File: config.mk
export PLATFORM = sky130hd
export DESIGN_NAME = inst_matching_bridge
export DESIGN_NICKNAME = d
export VERILOG_FILES = /design/src/rtl/inst_matching_bridge.sv
export SDC_FILE = /design/constraint.sdc
export NUM_CORES = 1
export LEC_CHECK = 0
export ABC_AREA = 1
export BUFFER_PORTS_ARGS = -buffer_cell sky130_fd_sc_hd__buf_2
export CORE_UTILIZATION = 55
export CTS_CLUSTER_DIAMETER = 30
export CTS_CLUSTER_SIZE = 24
export DETAILED_ROUTE_END_ITERATION = 6
export GPL_TIMING_DRIVEN = 0
export PLACE_DENSITY = 0.8
export SLEW_MARGIN = 10
export SYNTH_ARGS = -nofsm -noshare
export SYNTH_HDL_FRONTEND = slang
export SYNTH_SLANG_ARGS = --single-unit
File: constraint.sdc
create_clock -name iCLOCK -period 3.47 [get_ports iCLOCK]
set_clock_uncertainty 0.1 [all_clocks]
set_input_delay 0.347 -clock iCLOCK [delete_from_list [all_inputs] [get_ports iCLOCK]]
set_output_delay 0.347 -clock iCLOCK [all_outputs]
set_load 0.03 [all_outputs]
File: src/rtl/inst_matching_bridge.sv
// inst_matching_bridge: matches in-order memory fetch responses to the
// addresses of the requests that produced them. Each outstanding request
// carries a kill flag, so responses to flushed fetches are consumed but
// never forwarded.
// Optional feature: define MIST1032ISA_INST_BRIDGE_FAULT_KILL_EN to kill every
// remaining outstanding request once a forwarded response page-faults.
module inst_matching_bridge #(
  parameter int DEPTH   = 4,
  parameter int DEPTH_N = 2
) (
  input  logic               iCLOCK,
  input  logic               inRESET,
  input  logic               iREQ_VALID,
  input  logic [31:0]        iREQ_ADDR,
  input  logic               iFLUSH,
  input  logic               iRESP_VALID,
  input  logic               iRESP_PAGEFAULT,
  input  logic [63:0]        iRESP_DATA,
  output logic               oFULL,
  output logic [DEPTH_N:0]   oCOUNT,
  output logic               oRESP_VALID,
  output logic [31:0]        oRESP_ADDR,
  output logic               oRESP_PAGEFAULT,
  output logic [63:0]        oRESP_DATA,
  output logic               oUNDERFLOW
);

  localparam logic [DEPTH_N:0] FULL_CNT = (DEPTH_N+1)'(DEPTH);

  logic [DEPTH-1:0][31:0] addr_q;
  logic [DEPTH-1:0]       kill_q;
  logic [DEPTH_N-1:0]     wr_ptr, rd_ptr;
  logic [DEPTH_N:0]       count;

  logic push, pop, pop_kill, fault_kill, kill_set;

  assign oFULL  = (count == FULL_CNT);
  assign oCOUNT = count;

  // A full FIFO drops the request even when a pop frees a slot this cycle.
  assign push = iREQ_VALID && !oFULL;
  assign pop  = iRESP_VALID && (count != '0);

  // A flush on the popping edge also kills the entry leaving the FIFO.
  assign pop_kill = kill_q[rd_ptr] | iFLUSH;

`ifdef MIST1032ISA_INST_BRIDGE_FAULT_KILL_EN
  assign fault_kill = pop && !pop_kill && iRESP_PAGEFAULT;
`else
  assign fault_kill = 1'b0;
`endif

  // Marking every slot is safe: empty slots get their flag cleared on push.
  assign kill_set = iFLUSH | fault_kill;

  // Per-entry kill flags; the slot written this cycle always starts alive.
  always_ff @(posedge iCLOCK or negedge inRESET) begin
    if (!inRESET) begin
      kill_q <= '0;
    end else begin
      for (int i = 0; i < DEPTH; i++) begin
        if (push && (wr_ptr == DEPTH_N'(i)))
          kill_q[i] <= 1'b0;
        else if (kill_set)
          kill_q[i] <= 1'b1;
      end
    end
  end

  // Address storage needs no reset; occupancy is tracked by count.
  always_ff @(posedge iCLOCK) begin
    if (push) addr_q[wr_ptr] <= iREQ_ADDR;
  end

  // Pointers wrap naturally since DEPTH is a power of two.
  always_ff @(posedge iCLOCK or negedge inRESET) begin
    if (!inRESET) begin
      wr_ptr <= '0;
      rd_ptr <= '0;
      count  <= '0;
    end else begin
      if (push) wr_ptr <= wr_ptr + 1'b1;
      if (pop)  rd_ptr <= rd_ptr + 1'b1;
      case ({push, pop})
        2'b10:   count <= count + 1'b1;
        2'b01:   count <= count - 1'b1;
        default: count <= count;
      endcase
    end
  end

  // Response register: updates only for live pops, otherwise holds.
  always_ff @(posedge iCLOCK or negedge inRESET) begin
    if (!inRESET) begin
      oRESP_VALID     <= 1'b0;
      oRESP_ADDR      <= '0;
      oRESP_PAGEFAULT <= 1'b0;
      oRESP_DATA      <= '0;
      oUNDERFLOW      <= 1'b0;
    end else begin
      oRESP_VALID <= pop && !pop_kill;
      if (pop && !pop_kill) begin
        oRESP_ADDR      <= addr_q[rd_ptr];
        oRESP_PAGEFAULT <= iRESP_PAGEFAULT;
        oRESP_DATA      <= iRESP_DATA;
      end
      if (iRESP_VALID && (count == '0)) oUNDERFLOW <= 1'b1;
    end
  end

endmodule

==> out/metrics.cfg, run 1 <==
[drt]
firstDrtPassIters = 5
vias = 8504
drtIter0Drc = 575
vias_per_cell = 5.36
avgRoutedWirePerCell_um = 18.4
ant_nets = 0
postRouteWirelength_mm = 29.1
drc_errors = 0

[critical_path]
cp_data_required_time_ns = 3.75
slowest_delay_ns = 0.58
crit_slowest_cell = clkbuf_1
path_class = flip-flop to flip-flop
crit_fanout = 10
worstSetupStartpointType = flip-flop
cp_common_cell = nand2_1
crit_path_end_kind = flip-flop
cp.arrival_ns = 3.06
crit_chain = nor2_1, nand2_1, nand2_1, clkbuf_1, ha_1, inv_1, fa_1, a21oi_1, o21ai_0, xor2_1

[synthesis]
ys_types = 22
syn_inst = 994
synth_nets = 1102
synth_top_area_share_pct = 39.1
synth_top_cell_by_area = edfxtp_1
syn_area_sq_um = 9820
yosysWarnings = 0
ys_ff_latch = 238
yosysMostFrequentCell = nand2_1
synth-async-reset-ratio_pct = 46.2
synth_ff_type = edfxtp_1
syn_avg_cell_area_sq_um = 9.88
synth.area.top_cells = edfxtp_1, dfrtp_1, nand2_1, nand3_1, inv_1
yosysSeqAreaShare_pct = 67.2
synth_edf_count = 128
synth_common_cells = nand2_1, nand3_1, inv_1

[sta]
period_minus_slack_ns = 2.78
tightest_slew_ns = 0.763
worst_slack_ns = 0.692
min_period_over_period_pct = 80.1
rsz0062_at_grt = false
timing.fmax_mhz = 360
finalHoldViolCount = 1
slew_headroom_pct = 49.0
slew_violations = 0
timing.hold.ws_ns = -0.00471
setup_viol = 0

[pwr]
peakVddDrop_mv = 0.754
p_leak_nw = 6.90
finalPower_mw = 13.4
power_density_nw_per_um2 = 989

[floorplanning]
die_area_sq_um = 18400
initial_core_util_pct = 56.6
die_h_um = 136
core_area_sq_um = 17400
die_w_um = 136
rows = 48
boundaryPins = 205

[status]
violations = negative hold slack
outcome = complete, but fails checks

[global_routing]
antenna_found_initial = 1
grt_max_degree = 81
grt_remaining_overflow = 0
grt_pass1_wl_mm = 43.3
track_usage_pct = 31.8
grt_pass1_vias = 8519

[placement]
place_ws_ns = 0.698
dp_hpwl_mm = 16.7
place_congestion = 0.818
placed_area_sq_um = 11300
port_buffers = 204

[final_layout]
drive_gt1_share_pct = 23.4
fillerInstances = 1014
post-route-util_pct = 78.0
area.growth.synth_to_final_pct = 37.8
fin_area_sq_um = 13500
final_nets = 1437

[clock_tree]
cts_resized = 0
cts_inserted_buffers = 41
clock-sinks = 238
cts_tree = built
cts-root-buf = clkbuf_16
clockBufferDepth = 3
clk_latency_ns = 0.53
htreeDepth = 2
path_clk_slew_ns = 0.05

[min_path]
min_path_type = input pin to flip-flop

[flow_run]
drv_cap = 0

critical path: cells and delay by family (launching register included):
kind	cells	cell delay [ns]
buf+inv	2	0.65
xor+xnor	1	0.15
simple gates	3	0.42
flops	1	0.42
fa+ha+maj	2	0.65
compound gates	2	0.25
final timing paths:
check / endpoint / slack, ns / startpoint / cells after the start
min in group asynchronous: oRESP_ADDR[21] / 0.20 / inRESET / 2
worst min-delay path: oRESP_DATA[17] / -0.005 / iRESP_DATA[17] / 3
worst min register to register: oRESP_ADDR[11] / 0.36 / oRESP_ADDR[11] / 2
worst max-delay path: oCOUNT[2] / 0.69 / oCOUNT[0] / 10
max in group asynchronous: oRESP_DATA[43] / 2.36 / inRESET / 3
worst max register to register: oCOUNT[2] / 0.69 / oCOUNT[0] / 10
stage by stage:
step | setup TNS [ns] | std cells
finish | 0 | 1587
floorplan | 0 | 994
CTS | 0 | 1586
detailed placement | 0 | 1428
global placement | -44.96 | 1423
global route | 0 | 1587
cell type report:
cell class,count,area (sq um),area share [%]
clock buffer,55,1140,8.41
clock inverter,20,264,1.95
tap,225,282,2.08
multi-input combinational,557,2440,18.0
antenna,1,2.50,0.0185
timing repair buffer,292,2000,14.7
inverter,147,552,4.08
buffer,52,262,1.93
sequential,238,6600,48.7
placed cells by master, fill, tap and decap left out, types with 3 or more instances in the layout:
cell type      Yosys  layout
nand2_1          363     363
buf_2             23     226
nand3_1          164     164
inv_1            145     145
edfxtp_1         128     128
dfrtp_1          110     110
dlygate4sd3_1      0      83
clkbuf_16          0      41
clkbuf_1          15      23
buf_4              8       8
clkbuf_8           0       6
nor2_4             1       5
buf_1              5       5
ha_1               5       5
inv_6              0       5
bufinv_16          0       5
buf_16             0       5
o22ai_1            4       4
nand2_2            3       3
xor2_1             3       3
o21ai_0            3       3
clkinvlp_4         0       3
clkinv_2           0       3
where the power goes:
group	leakage (nW)	switching [mW]	internal (mW)	total (mW)
Sequential	2.54	0.408	3.89	4.30
Combinational	3.67	3.62	1.39	5.01
Clock	0.679	1.38	2.69	4.07
Total	6.90	5.41	7.98	13.4
routing by layer:
layer	up-vias	GRT usage, %	routed length (um)
met5	-	0	0
met2	484	55.4	14800
li1	3830	-	-
met3	116	7.18	2420
met1	4074	34.8	10300
met4	0	20.5	1620
state kept, by name, summed over array words and instances (netlist names):
name,cells
oRESP_VALID,1
oRESP_PAGEFAULT,1
oRESP_ADDR,32
kill_q,4
rd_ptr,2
wr_ptr,2
addr_q,128
oUNDERFLOW,1
oRESP_DATA,64
oCOUNT,3
kinds of logic (layout without fill, tap and decap cells):
kind of cell | count (synthesis) | in the layout | synth area share (%)
AND/OR/NAND/NOR | 537 | 537 | 22.8
flip-flops | 238 | 238 | 67.2
buffers and inverters | 199 | 566 | 8.28
AO/OA/AOI/OAI | 10 | 10 | 0.599
adder cells (fa/ha/maj) | 6 | 6 | 0.841
XOR/XNOR | 4 | 4 | 0.357
other | 0 | 1 | 0
timing repair:
item / in CTS / in global routing
buffers inserted: 0 / 0
endpoints found under the hold margin: 208 / 0
hold buffers: 83 / 0
Power figures use the tool's default switching activity.
==> inputs of run 2 (changes only) <==
ABC_AREA = 0   (was 1)
CORE_UTILIZATION = 53   (was 55)
PLACE_DENSITY = 0.79   (was 0.8)
clock period = 2.7 ns   (was 3.47 ns; I/O delays follow)
==> run 2 against run 1 <==
The flow now finishes without violations. Utilization up 0.91 points. Sequential power grew 31%. Sequential share of layout area grew 3.3 points. Synthesized cell count is 57% lower. Clock power up 27%. Combinational power is 6.0% higher. Global-route usage fell by 7.2 points. Non-clock buffer count decreased by 16. Register-to-register slack got worse by 0.60 ns. Critical path type unchanged. Largest cell class unchanged.
==> out/metrics.cfg, run 2 <==
[critical_path]
crit_fanout = 10  ; unchanged
crit_path_end_kind = flip-flop
startpoint = rd_ptr[1]
r2r-end = oRESP_ADDR[14]
r2r_start = rd_ptr[1]
crit_end = oRESP_ADDR[14]
worstSetupStartpointType = flip-flop
r2r_cells = 6  ; -4
path_class = flip-flop to flip-flop
cp_data_required_time_ns = 2.98  ; -0.77 ns
cp.arrival_ns = 2.89  ; -0.17 ns
r2r_setup_slack_ns = 0.09  ; -0.60 ns

[final_layout]
final_cell_mix = buf_2, edfxtp_1, dfrtp_1
final_nets = 888  ; -38%
area.growth.synth_to_final_pct = 43.4
reg.largest.list = addr_q: 128 flops, oRESP_DATA: 64 flops, oRESP_ADDR: 32 flops
largest_register = addr_q
drive_gt1_share_pct = 49.9  ; +27 points
final_common_cell = buf_2
finalNonFillerCells = 1029  ; -35%
largest_reg_flops = 128  ; unchanged
diodes = 0  ; -1

[synthesis]
yosysSeqAreaShare_pct = 74.7  ; +7.5 points
synth_ff_type = edfxtp_1
synth.area.top_cells = edfxtp_1, dfrtp_1, mux2_2, mux4_2, mux2_1
synth-async-reset-ratio_pct = 46.2  ; unchanged
syn_avg_cell_area_sq_um = 20.6  ; +110%
yosysMostFrequentCell = edfxtp_1
synth_top_area_share_pct = 43.5  ; +4.4 points
ys_types = 26  ; +18%
synth_top_cell_by_area = edfxtp_1
yosysWarnings = 0  ; unchanged
synth_nets = 536  ; -51%
ys_ff_latch = 238  ; unchanged
synth_common_cells = edfxtp_1, dfrtp_1, mux2_2
syn_area_sq_um = 8830  ; -10%
synth_edf_count = 128  ; unchanged
syn_inst = 428  ; -57%

[status]
outcome = completed

[floorplanning]
rows = 46  ; -4.2%
core_area_sq_um = 16100  ; -7.5%
die_area_sq_um = 17200  ; -6.6%
die_h_um = 131  ; -3.4%
die_w_um = 131  ; -3.4%
boundaryPins = 205  ; unchanged
initial_core_util_pct = 55.0  ; -1.6 points

[flow_run]
drv_cap = 0  ; unchanged

[global_routing]
grt_pass1_wl_mm = 30.6  ; -29%
antenna_found_initial = 0  ; -1
track_usage_pct = 24.6  ; -7.2 points
grt_pass1_vias = 5776  ; -32%
grt_remaining_overflow = 0  ; unchanged
grt_max_degree = 92  ; +14%

[clock_tree]
clock-sinks = 238  ; unchanged
htreeDepth = 2  ; unchanged
clockBufferDepth = 3  ; unchanged
path_clk_slew_ns = 0.05  ; about the same
cts_tree = built
cts-root-buf = clkbuf_16
clk_latency_ns = 0.51  ; -0.02 ns
cts_inserted_buffers = 41  ; unchanged
post-cts-setup-buffers = 0  ; unchanged
postCtsHoldBufs = 100  ; +20%
cts_resized = 0  ; unchanged

[sta]
worst_slack_ns = 0.0918  ; -0.600 ns
setup_viol = 0  ; unchanged
timing.fmax_mhz = 383  ; +6.5%
slew_violations = 0  ; unchanged
finalHoldViolCount = 0  ; -1
period_minus_slack_ns = 2.61  ; -0.170 ns
slew_headroom_pct = 43.2  ; -5.9 points
tightest_slew_ns = 0.852  ; +0.0897 ns
rsz0062_at_grt = false
min_period_over_period_pct = 96.6  ; +17 points

[placement]
place_congestion = 0.747  ; -8.7%
place_ws_ns = 0.0524  ; -0.645 ns
dp_hpwl_mm = 12.0  ; -28%
dp.cells = 853  ; -40%
port_buffers = 204  ; unchanged

[pwr]
power_density_nw_per_um2 = 1270  ; +29%
peakVddDrop_mv = 0.877  ; +16%
finalPower_mw = 16.1  ; +20%
p_leak_nw = 5.30  ; -23%

[drt]
avgRoutedWirePerCell_um = 19.9  ; +8.6%
drc_errors = 0  ; unchanged
postRouteWirelength_mm = 20.5  ; -30%
drtIter0Drc = 217  ; -62%
vias_per_cell = 5.18  ; -3.3%
firstDrtPassIters = 4  ; -1
ant_nets = 0  ; unchanged
vias = 5330  ; -37%

[min_path]
min_path_type = input pin to asynchronous set/reset pin

[run 2: worst min-delay path by stage]
stage / endpoint / from / depth (start not counted) / slack [ns]
floorplan: kill_q[0] / inRESET / 0 / -0.13
detailed placement: oRESP_DATA[52] / inRESET / 1 / 0.03
CTS: oRESP_DATA[52] / inRESET / 2 / 0.08
global placement: oUNDERFLOW / oUNDERFLOW / 1 / 0.33
global route: oRESP_DATA[34] / inRESET / 2 / 0.10
finish: oRESP_ADDR[4] / inRESET / 2 / 0.10
[run 2: final cells by class]
type,count,area (sq um)
Multi-Input combinational cell,164,2120
Tap cell,216,270
Sequential cell,238,6600
Fill cell,842,3390
Inverter,7,26.3
Clock buffer,46,1110
Timing Repair Buffer,309,2150
Buffer,19,100
Clock inverter,30,298
[run 2: logic make-up after synthesis]
kind of cell	share of synthesized area, %
xor gates and xnor gates	0.595
DFF	74.7
muxes	21.0
and+or+nand+nor	0.935
AOI/OAI and AO/OA	0.397
buffers and inverters	1.43
adders and majority gates	0.935
[run 2: critical path: stages (launching register included)]
cell and delay [ns]:
dfrtp_1 0.32, clkbuf_1 0.43, mux4_2 0.42, nor3_4 0.39, buf_4 0.28, buf_6 0.18
mux2_1 0.35
[run 2: where the power goes]
part / internal (mW) / total (mW) / switching [mW]
Combinational: 2.10 / 5.31 / 3.21
Clock: 3.43 / 5.16 / 1.73
Sequential: 5.11 / 5.65 / 0.549
[run 2: metrics by stage]
| stage | setup TNS, ns | cell area, sq um | hold slack, ns | utilization, % |
|---|---|---|---|---|
| floorplan | 0 | 8840 | -0.126 | - |
| global placement | -50.47 | 10100 | 0.334 | 63.1 |
| detailed placement | 0 | 10300 | 0.0316 | 63.9 |
| CTS | 0 | 12700 | 0.0769 | 78.9 |
| global route | 0 | 12700 | 0.100 | 78.9 |
| finish | 0 | 12700 | 0.103 | 78.9 |
[run 2: metal layers]
layer | vias to the layer above | track usage (%) | wire length, um
li1 | 2375 | - | -
met1 | 2687 | 28.0 | 7890
met2 | 222 | 44.7 | 10700
met3 | 46 | 5.97 | 1340
met4 | 0 | 9.87 | 569
met5 | - | 0 | 0
